--- config.mk ---
export PLATFORM = sky130hd
export DESIGN_NAME = router_fifo
export DESIGN_NICKNAME = d
export VERILOG_FILES = /design/src/rtl/router_pkg.sv /design/src/rtl/router_fifo_mem.sv /design/src/rtl/router_fifo.sv
export SDC_FILE = /design/constraint.sdc
export NUM_CORES = 1
export LEC_CHECK = 0
export ABC_CLOCK_PERIOD_IN_PS = 2400
export CAP_MARGIN = 20
export CORE_ASPECT_RATIO = 0.7
export CORE_UTILIZATION = 39
export DETAILED_ROUTE_END_ITERATION = 10
export GPL_TIMING_DRIVEN = 1
export PLACE_DENSITY_LB_ADDON = 0.05
export SLEW_MARGIN = 10
export SYNTH_ARGS = -nofsm -noshare
export SYNTH_HDL_FRONTEND = slang
export SYNTH_SLANG_ARGS = --single-unit
--- constraint.sdc ---
create_clock -name clk -period 2.4 [get_ports clk]
set_input_delay 0.24 -clock clk [delete_from_list [all_inputs] [get_ports clk]]
set_output_delay 0.24 -clock clk [all_outputs]
set_load 0.1 [all_outputs]
--- src/rtl/router_pkg.sv ---
// Shared definitions for the router output buffer.
//   WIDTH / DEPTH / ADDR_W : default byte width, entry count, pointer index width
//   HDR_LEN_MSB/LSB        : bit range of the payload length field in a header byte
//   PKT_CNT_W              : width of the remaining-byte counter
//   entry_t                : stored word, header tag above the data byte
package router_pkg;
  localparam int WIDTH       = 8;
  localparam int DEPTH       = 16;
  localparam int ADDR_W      = 4;
  localparam int HDR_LEN_MSB = 7;
  localparam int HDR_LEN_LSB = 2;
  localparam int PKT_CNT_W   = 6;

  typedef struct packed {
    logic             tag;
    logic [WIDTH-1:0] data;
  } entry_t;
endpackage

--- src/rtl/router_fifo_mem.sv ---
// Simple dual-port register array: synchronous write, asynchronous read.
//   clk   : write clock
//   we    : write strobe
//   waddr : write index
//   wdata : word written at the rising edge when we is high
//   raddr : read index
//   rdata : word at raddr (combinational)
// Contents are not reset; the pointers in the parent define what is valid.
module router_fifo_mem #(
  parameter int WORD_W = 9,
  parameter int DEPTH  = 16,
  parameter int ADDR_W = 4
) (
  input  logic              clk,
  input  logic              we,
  input  logic [ADDR_W-1:0] waddr,
  input  logic [WORD_W-1:0] wdata,
  input  logic [ADDR_W-1:0] raddr,
  output logic [WORD_W-1:0] rdata
);

  logic [WORD_W-1:0] mem [DEPTH];

  always_ff @(posedge clk) begin
    if (we) mem[waddr] <= wdata;
  end

  assign rdata = mem[raddr];

endmodule

--- src/rtl/router_fifo.sv ---
// Per-destination output buffer of the 1x3 router.
//   clk        : system clock, rising edge
//   rst        : synchronous active-high reset
//   soft_reset : synchronous flush on destination timeout
//   write_enb  : write data_in this cycle
//   lfd_state  : data_in is a header byte (stored as tag)
//   data_in    : byte from the register stage
//   read_enb   : read request from the destination
//   data_out   : registered read byte
//   data_valid : data_out holds a byte read in the previous cycle
//   pkt_done   : pulses alongside the last (parity) byte of a packet
//   full/empty : occupancy flags from the registered pointers
module router_fifo
  import router_pkg::*;
#(
  parameter int WIDTH  = router_pkg::WIDTH,
  parameter int DEPTH  = router_pkg::DEPTH,
  parameter int ADDR_W = router_pkg::ADDR_W
) (
  input  logic             clk,
  input  logic             rst,
  input  logic             soft_reset,
  input  logic             write_enb,
  input  logic             lfd_state,
  input  logic [WIDTH-1:0] data_in,
  input  logic             read_enb,
  output logic [WIDTH-1:0] data_out,
  output logic             data_valid,
  output logic             pkt_done,
  output logic             full,
  output logic             empty
);

  logic [ADDR_W:0]    wr_ptr;
  logic [ADDR_W:0]    rd_ptr;
  logic [PKT_CNT_W-1:0] pkt_cnt;
  logic               wr_fire;
  logic               rd_fire;
  logic               flush;
  entry_t             wr_entry;
  entry_t             rd_entry;
  logic [PKT_CNT_W-1:0] hdr_len;

  // Extra pointer bit distinguishes full from empty when the indices match.
  assign empty   = (wr_ptr == rd_ptr);
  assign full    = (wr_ptr[ADDR_W] != rd_ptr[ADDR_W]) &&
                   (wr_ptr[ADDR_W-1:0] == rd_ptr[ADDR_W-1:0]);
  assign flush   = rst || soft_reset;
  assign wr_fire = write_enb && !full && !flush;
  assign rd_fire = read_enb && !empty && !flush;

  assign wr_entry = '{tag: lfd_state, data: data_in};
  assign hdr_len  = rd_entry.data[HDR_LEN_MSB:HDR_LEN_LSB];

  router_fifo_mem #(
    .WORD_W (WIDTH + 1),
    .DEPTH  (DEPTH),
    .ADDR_W (ADDR_W)
  ) u_mem (
    .clk   (clk),
    .we    (wr_fire),
    .waddr (wr_ptr[ADDR_W-1:0]),
    .wdata (wr_entry),
    .raddr (rd_ptr[ADDR_W-1:0]),
    .rdata (rd_entry)
  );

  // Read stage: the entry at rd_ptr is registered onto data_out one cycle after the request.
  always_ff @(posedge clk) begin
    if (flush) begin
      wr_ptr     <= '0;
      rd_ptr     <= '0;
      pkt_cnt    <= '0;
      data_out   <= '0;
      data_valid <= 1'b0;
      pkt_done   <= 1'b0;
    end else begin
      data_valid <= rd_fire;
      pkt_done   <= 1'b0;
      if (wr_fire) wr_ptr <= wr_ptr + 1'b1;
      if (rd_fire) begin
        rd_ptr   <= rd_ptr + 1'b1;
        data_out <= rd_entry.data;
        if (rd_entry.tag) begin
          // Header reload also abandons any truncated packet still counting.
          pkt_cnt <= hdr_len + 1'b1;
        end else if (pkt_cnt != '0) begin
          pkt_cnt <= pkt_cnt - 1'b1;
          if (pkt_cnt == PKT_CNT_W'(1)) pkt_done <= 1'b1;
        end
        // Untagged byte with a zero count is an orphan: passed through, no count change.
      end
    end
  end

endmodule

* Word-level counts from Yosys, hierarchy flattened
Memory sizes are Yosys's and may differ from the RTL's. A register that Yosys moved wholly into a read port is not among the register bits.
Index checks and enable logic that the tools add are counted.
** Storage, ports and cells
- Bits in registers :: 26
- Memory bits (writable) :: 144
- Logic and storage cells :: 37
- Memories kept :: 1
** Memories
- u_mem.mem :: words 16, bits a word 9, read ports 1, clocked after memory_dff 1, wr ports 1, RTL line router_fifo_mem.sv:22 : logic [WORD_W-1:0] mem [DEPTH];
** Cells by class
- Add/subtract/negate cells :: 4
- Equality and inequality tests :: 4
- Mux-type cells :: 7
- Bitwise operators :: 2
- Reduce and logical (&&, ||, !) cells :: 13
** Operators with widths (number)
- $mux W6 :: 2
- $add A5 B1 Y5 const B :: 2
- $mux W4 :: 2
- $add A6 B1 Y6 const B :: 1
- $eq A6 B1 Y1 const B :: 1
- $reduce_bool A6 Y1 :: 1
- $sub A6 B1 Y6 const B :: 1
- $eq A5 B5 Y1 :: 1
- $logic_and A1 B1 Y1 :: 5
- $eq A4 B4 Y1 :: 1
- $reduce_or A4 Y1 :: 1
- $logic_not A1 Y1 :: 3
- $mux W1 :: 3
- $not A1 Y1 :: 2
- $reduce_and A2 Y1 :: 1
- $reduce_bool A2 Y1 :: 1
- $logic_or A1 B1 Y1 :: 1
- $ne A1 B1 Y1 :: 1

* Logic depth before layout (Yosys ltp)
Gate-level depths: netlist (run 1).
- Depth in word-level cells :: 7
- Gate-level depth with buffers :: 9

* Cells and area by module
From an unflattened synthesis (run 1), not the netlist that was laid out.
** Second synthesis, totals
- Cell total of the unflattened synthesis :: 401
- Area, all modules :: 6904.1 um^2
** By module, submodules not included
- router_fifo_mem :: times used 1, cells each 245, area an instance 5600.4 um^2, seq. area each 4324.1 um^2
- router_fifo :: times used 1, cells each 156, area an instance 1303.8 um^2, seq. area each 520.5 um^2

* Worst setup path before layout (run 1)
Ideal clock, no wire load.
- Path type :: reg-to-output
- Start point :: reg wr_ptr[2]
- End point :: out empty
- Arrival time :: 2.051 ns
- Data required time :: 2.160 ns
- Path slack :: 0.109 ns
- Stages on the path, launching flop included :: 5
- Cells stage by stage :: dfxtp_1 -> buf_2 -> xnor2_1 -> nand4_1 -> nor2_1
** On the way
- Cells in the longest elaborated chain, start to end :: 1
** Ends and longest elaborated chain
- start, declared :: RTL line router_fifo.sv:34 : logic [ADDR_W:0] wr_ptr;
- start signal, assigned :: RTL line router_fifo.sv:80 : if (wr_fire) wr_ptr <= wr_ptr + 1'b1;
- $eq A5 B5 Y1 :: RTL line router_fifo.sv:45 : assign empty = (wr_ptr == rd_ptr);
- end, declared :: RTL line router_fifo.sv:31 : output logic empty
Every way passes these cells.

==> results of run 1 <==
stage by stage:
step	setup slack [ps]	instance area [um2]
floorplan	109	7010
global route	12.5	8410
global placement	53.2	7820
finish	112	8410
detailed placement	74.9	7820
CTS	70.9	8400
sequential cells by signal (all words and copies together), names as in the netlist, named ones only:
name        cells
u_mem.mem     144
pkt_done        1
data_valid      1
wr_ptr          5
rd_ptr          5
pkt_cnt         6
data_out        8
cell type report:
type,instances,area (um2),area share (%)
sequential,174,4930,58.6
multi-input combinational,211,1950,23.2
timing repair buffer,75,646,7.67
clock buffer,17,425,5.06
tap,231,289,3.44
clock inverter,15,163,1.93
inverter,4,15.0,0.178
layer usage:
metal | vias up | global-route usage [%] | wire (um)
met5 | - | 0 | 0
li1 | 1768 | - | -
met2 | 80 | 27.0 | 7130
met3 | 13 | 4.78 | 777
met4 | 0 | 5.47 | 170
met1 | 2056 | 27.8 | 7990
critical path, delay by kind of cell, from the launching register on:
family | cells | cell delay (ps)
compound gates | 4 | 890
buf+inv | 1 | 270
flops | 1 | 360
mux | 1 | 550
simple gates | 1 | 100
cell usage in the layout (no fill, tap or decap), drive strengths merged, types with 3 or more instances in the layout:
| master | n |
|---|---|
| xnor2 | 7 |
| clkbuf | 17 |
| mux4 | 38 |
| edfxtp | 144 |
| clkdlybuf4s50 | 13 |
| mux2i | 6 |
| nand2b | 3 |
| ha | 8 |
| nand2 | 35 |
| nor3 | 6 |
| buf | 62 |
| nand4 | 7 |
| nor2 | 30 |
| a21oi | 11 |
| a22oi | 12 |
| nand3 | 5 |
| inv | 16 |
| o21ai | 6 |
| dfxtp | 30 |
| xor2 | 8 |
synth_stat cells, types with 2 or more instances:
library cell	number
nor2_1	30
buf_6	3
mux4_2	35
edfxtp_1	144
nand2_1	32
inv_1	4
xor2_1	8
and3_1	2
nand3_1	5
clkbuf_1	8
nand2_2	3
mux2i_1	6
buf_8	2
ha_1	8
nor3_1	6
a221oi_1	2
nor3b_1	2
mux4_1	3
a22oi_2	3
a32oi_1	2
nand2b_1	3
xnor2_1	7
a21oi_1	11
and2_1	2
buf_2	6
nor2b_1	2
o21ai_0	2
o21ai_1	4
a21o_1	2
a22oi_1	9
dfxtp_1	30
nand4_1	7
cells by family (layout without fill, tap and decap cells):
group	Yosys count	count (layout)	synth area share, %
mux	44	44	13.2
flops	174	174	70.2
simple gates	99	99	6.53
xor+xnor	15	15	1.87
fa+ha+maj	8	8	1.43
compound gates	45	45	4.59
buf+inv	25	111	2.14
worst max-delay path by stage:
stage	cells after the start	from	to	slack (ps)
floorplan	4	wr_ptr[2]	empty	110
global placement	7	soft_reset	u_mem.mem[14][4]	50
detailed placement	6	flop	pkt_cnt[5]	70
CTS	6	flop	pkt_cnt[5]	70
global route	7	flop	pkt_cnt[5]	10
finish	7	flop	pkt_cnt[5]	110
power groups by stage:
| stage | combinational (mW) | sequential (mW) | clock (mW) |
|---|---|---|---|
| finish | 0.226 | 3.28 | 2.74 |
| global route | 0.245 | 3.28 | 2.93 |
| CTS | 0.227 | 3.28 | 2.81 |
| detailed placement | 0.227 | 3.35 | 0 |
| global placement | 0.225 | 3.35 | 0 |
| floorplan | 0.110 | 3.36 | 0 |
==> flow_summary.json, run 1 <==
{
  "outcome": "finished, final reports clean",
  "final_cells": 727,
  "crit_slowest_cell": "mux4_2",
  "antenna_cells": 0,
  "hold_start": "data_out[3]",
  "wl_per_cell_um": 22.1,
  "synthArstFlopShare_pct": 0,
  "leakagePower_nw": 2.80,
  "tightest_slew_ps": 890,
  "setup_violations": 0,
  "dieArea_um2": 18500,
  "grt_pass1_wl_um": 24200,
  "synth-seq-cells": 174,
  "clkSinkCount": 174,
  "netlist_instances": 410,
  "yosys.area.top_type_share_pct": 61.7,
  "die_h_um": 114,
  "fin_crit_sh_pct": 95.3,
  "grt_setup_unrepaired": "false",
  "drive_gt1_share_pct": 28.2,
  "ys.flop_type": "edfxtp_1",
  "crit_path_cell_trace": "buf_4 -> mux4_2 -> a22o_1 -> a221o_1 -> nand4b_1 -> o211ai_1 -> a211o_1",
  "cts-resized-gates": 0,
  "total_power_mw": 6.24,
  "cts_tree": "built",
  "fin_setup_tns_ps": 0,
  "ys_warn_count": 0,
  "synth_cell_types": 49,
  "route.detailed.drc": 0,
  "ant_nets": 0,
  "crit_fanout": 11,
  "grt_pass1_vias": 3851,
  "critPathKind": "reg2reg",
  "viasPerCell": 5.39,
  "slew_headroom_pct": 40.6,
  "final_nets": 505,
  "synth-edff-count": 144,
  "p_comb_share_pct": 3.6,
  "place.port_buffers": 25,
  "min_to": "data_out[3]",
  "hold_violations": 0,
  "syn2layout_area_growth_pct": 20.0,
  "syn_area_um2": 7010,
  "start_kind": "flop",
  "p_clk_share_pct": 43.8,
  "die_w_um": 162,
  "num_io_pins": 26,
  "fin_util_pct": 48.4,
  "reg2reg_to": "pkt_cnt[5]",
  "period_needed_ps": 2290,
  "seqPwrFrac_pct": 52.6,
  "clock.fmax_mhz": 437,
  "cellInternalPower_mw": 4.84,
  "slew_violations": 0,
  "cts_buffer_depth": 2,
  "switching_power_mw": 1.40,
  "syn-num-nets": 432,
  "p_sw_share_pct": 22.5,
  "drt_iter0_markers": 464,
  "core_area_um2": 17400,
  "whs_ps": 456,
  "skew_ps": 7.46,
  "gp_congestion": 0.819,
  "ff2ff_path_depth": 7,
  "start_util_pct": 40.4,
  "yosys.area.top_type": "edfxtp_1",
  "root_buffer": "clkbuf_16",
  "rrSetupSlack_ps": 110,
  "cts-hold-fix-buffers": 0,
  "slowest_delay_ps": 550,
  "cts_max_level": 4,
  "rows": 40,
  "arrival_ps": 2610,
  "seq_area_frac_synth_pct": 70.2,
  "path_clk_slew_ps": 70,
  "cts_buffers": 17,
  "hold_depth": 2,
  "synth_top_cells_by_area": "edfxtp_1, mux4_2, dfxtp_1",
  "dp_hpwl_um": 11200,
  "antenna_found_initial": 0,
  "vias": 3917,
  "critPathRequiredTime_ps": 2720,
  "end_kind": "flop",
  "overflow": 0,
  "worst_hold_path_type": "reg2reg",
  "synth_area_per_cell_um2": 17.1,
  "first_pass_iters": 4,
  "powerDensity_nw_per_um2": 742,
  "drt-total-wl_um": 16100,
  "fill_cells": 1463,
  "clk_latency_ps": 430,
  "grtUsageTotal_pct": 18.7,
  "cts_setup_buffers": 0,
  "dp.cells": 695,
  "grt_max_degree": 26,
  "cap_violations": 0,
  "ir_worst_vdd_mv": 0.428
}
Note: power is estimated with default switching activity, not from simulation.
==> run 2, diff against run 1 <==
ABC_CLOCK_PERIOD_IN_PS = 2600   (was 2400)
CTS_CLUSTER_SIZE = 12   (was not set)
clock period = 2.6 ns   (was 2.4 ns; I/O delays follow)
==> run 2 against run 1 <==
Effect of this change: cell count fell by 2.6%; die area did not move; flip-flop and latch count did not move; maximum frequency fell by 4.3%; sequential power fell by 7.6%; highest routed layer unchanged; sequential share of layout area rose by 1.3 points; clock skew fell by 1.9 ps; largest cell class unchanged; clock power fell by 7.7%; first-iteration DRC count fell by 29%; hold slack got worse by 0.91 ps.
==> flow_summary.json, run 2 (same netlist as run 1, synthesis figures left out) <==
{
  "outcome": "finished, final reports clean",
  "switching_power_mw": 1.24,
  "clk_latency_ps": 430,
  "grt_setup_unrepaired": "false",
  "p_clk_share_pct": 43.9,
  "start_util_pct": 40.4,
  "syn2layout_area_growth_pct": 17.4,
  "setup_violations": 0,
  "tightest_slew_ps": 665,
  "clock.fmax_mhz": 418,
  "cts_buffer_depth": 2,
  "grt_max_degree": 28,
  "mostFrequentLayoutCells": "edfxtp_1, buf_4, mux4_2",
  "critPathKind": "reg2reg",
  "dieArea_um2": 18500,
  "fill_cells": 1506,
  "grt_pass1_vias": 3764,
  "core_area_um2": 17400,
  "final_nets": 486,
  "die_h_um": 114,
  "start_kind": "flop",
  "hold_start": "data_out[5]",
  "place.port_buffers": 25,
  "dp_hpwl_um": 10600,
  "regMostFlops": "u_mem.mem",
  "gp_congestion": 0.837,
  "antenna_cells": 0,
  "drive_gt1_share_pct": 24.5,
  "whs_ps": 455,
  "ant_nets": 0,
  "fin_crit_sh_pct": 92.0,
  "rows": 40,
  "cts-resized-gates": 0,
  "drt-total-wl_um": 15500,
  "arrival_ps": 2720,
  "die_w_um": 162,
  "p_sw_share_pct": 21.5,
  "cts_max_level": 4,
  "crit_slowest_cell": "mux4_2",
  "cts_tree": "built",
  "seqPwrFrac_pct": 52.5,
  "multi_input_area_um2": 1940,
  "largest_register_ffs": 144,
  "ir_worst_vdd_mv": 0.361,
  "root_buffer": "clkbuf_16",
  "vias": 3776,
  "crit_fanout": 19,
  "antenna_found_initial": 1,
  "top_regs": "u_mem.mem (144), data_out (8), pkt_cnt (6)",
  "grtUsageTotal_pct": 18.5,
  "period_needed_ps": 2390,
  "cts-hold-fix-buffers": 0,
  "path_clk_slew_ps": 70,
  "overflow": 0,
  "critPathRequiredTime_ps": 2930,
  "cellInternalPower_mw": 4.53,
  "viasPerCell": 5.33,
  "cts_setup_buffers": 0,
  "register_area_um2": 4930,
  "grt_pass1_wl_um": 23900,
  "wl_per_cell_um": 21.8,
  "hold_violations": 0,
  "slew_violations": 0,
  "crit_path_cell_trace": "buf_12 -> buf_4 -> mux4_2 -> a22oi_1 -> nand2_1 -> ha_1 -> xnor2_1 -> nand3_1 -> and3_1",
  "cts_buffers": 17,
  "powerDensity_nw_per_um2": 700,
  "final_common_cell": "edfxtp_1",
  "worst_hold_path_type": "reg2reg",
  "slew_headroom_pct": 55.5,
  "cap_violations": 0,
  "leakagePower_nw": 2.68,
  "clkSinkCount": 174,
  "fin_setup_tns_ps": 0,
  "first_pass_iters": 5,
  "route.detailed.drc": 0,
  "num_io_pins": 26,
  "p_comb_share_pct": 3.5,
  "skew_ps": 5.55,
  "drt_iter0_markers": 330,
  "end_kind": "flop",
  "slowest_delay_ps": 520
}
-- run 2: changes by cell type in the layout (fill, tap and decap cells not counted), sizes merged --
cell,previous run,this run
inv,16,8
clkinv,2,6
buf,62,43
clkbuf,17,18
clkinvlp,0,2
bufinv,1,2
-- run 2: final timing paths --
path	slack, ps	endpoint	cells after the start
max	210	pkt_cnt[2]	9
min	460	data_out[5]	2
max reg2reg	210	pkt_cnt[2]	9
min reg2reg	460	data_out[5]	2
-- run 2: power groups by stage --
stage          Combinational, mW  Clock, mW  Sequential (mW)
2_1_floorplan              0.102          0             3.10
3_3_place_gp               0.205          0             3.09
3_5_place_dp               0.206          0             3.09
4_1_cts                    0.207       2.60             3.03
5_1_grt                    0.223       2.71             3.03
6_report                   0.204       2.53             3.03
-- run 2: area by class of cell --
class | count | area share (%)
clock buffers | 18 | 5.21
clock inverters | 14 | 1.91
inverters | 4 | 0.182
multi-input cells | 211 | 23.5
flip-flops and latches | 174 | 59.8
well taps | 231 | 3.51
repair buffers | 56 | 5.80
-- run 2: per-stage QoR --
step                power, mW  std cells  utilization, %  setup slack [ps]  instance area [um2]
CTS                      5.84        708            47.4               182                 8230
global placement         3.30        676            44.0               129                 7650
global route             5.96        708            47.4              35.3                 8230
finish                   5.77        708            47.4               209                 8230
floorplan                3.21        410               -               289                 7010
detailed placement       3.30        676            44.0               109                 7650
-- run 2: per-layer routing --
metal | global-route usage (%) | routed length [um] | vias up
met2 | 24.6 | 6440 | 95
met5 | 0 | 0 | -
met3 | 5.07 | 968 | 11
met1 | 28.8 | 7930 | 1949
met4 | 5.91 | 128 | 0
li1 | - | - | 1721
-- run 2: worst max-delay path, delay by kind of cell, from the launching register on --
family                   cells  cell delay (ps)
flip-flops                   1              350
XOR/XNOR                     1              160
multiplexers                 1              520
AND/OR/NAND/NOR              3              410
buffers and inverters        2              390
adder cells (fa/ha/maj)      1              270
AO/OA/AOI/OAI                1              180
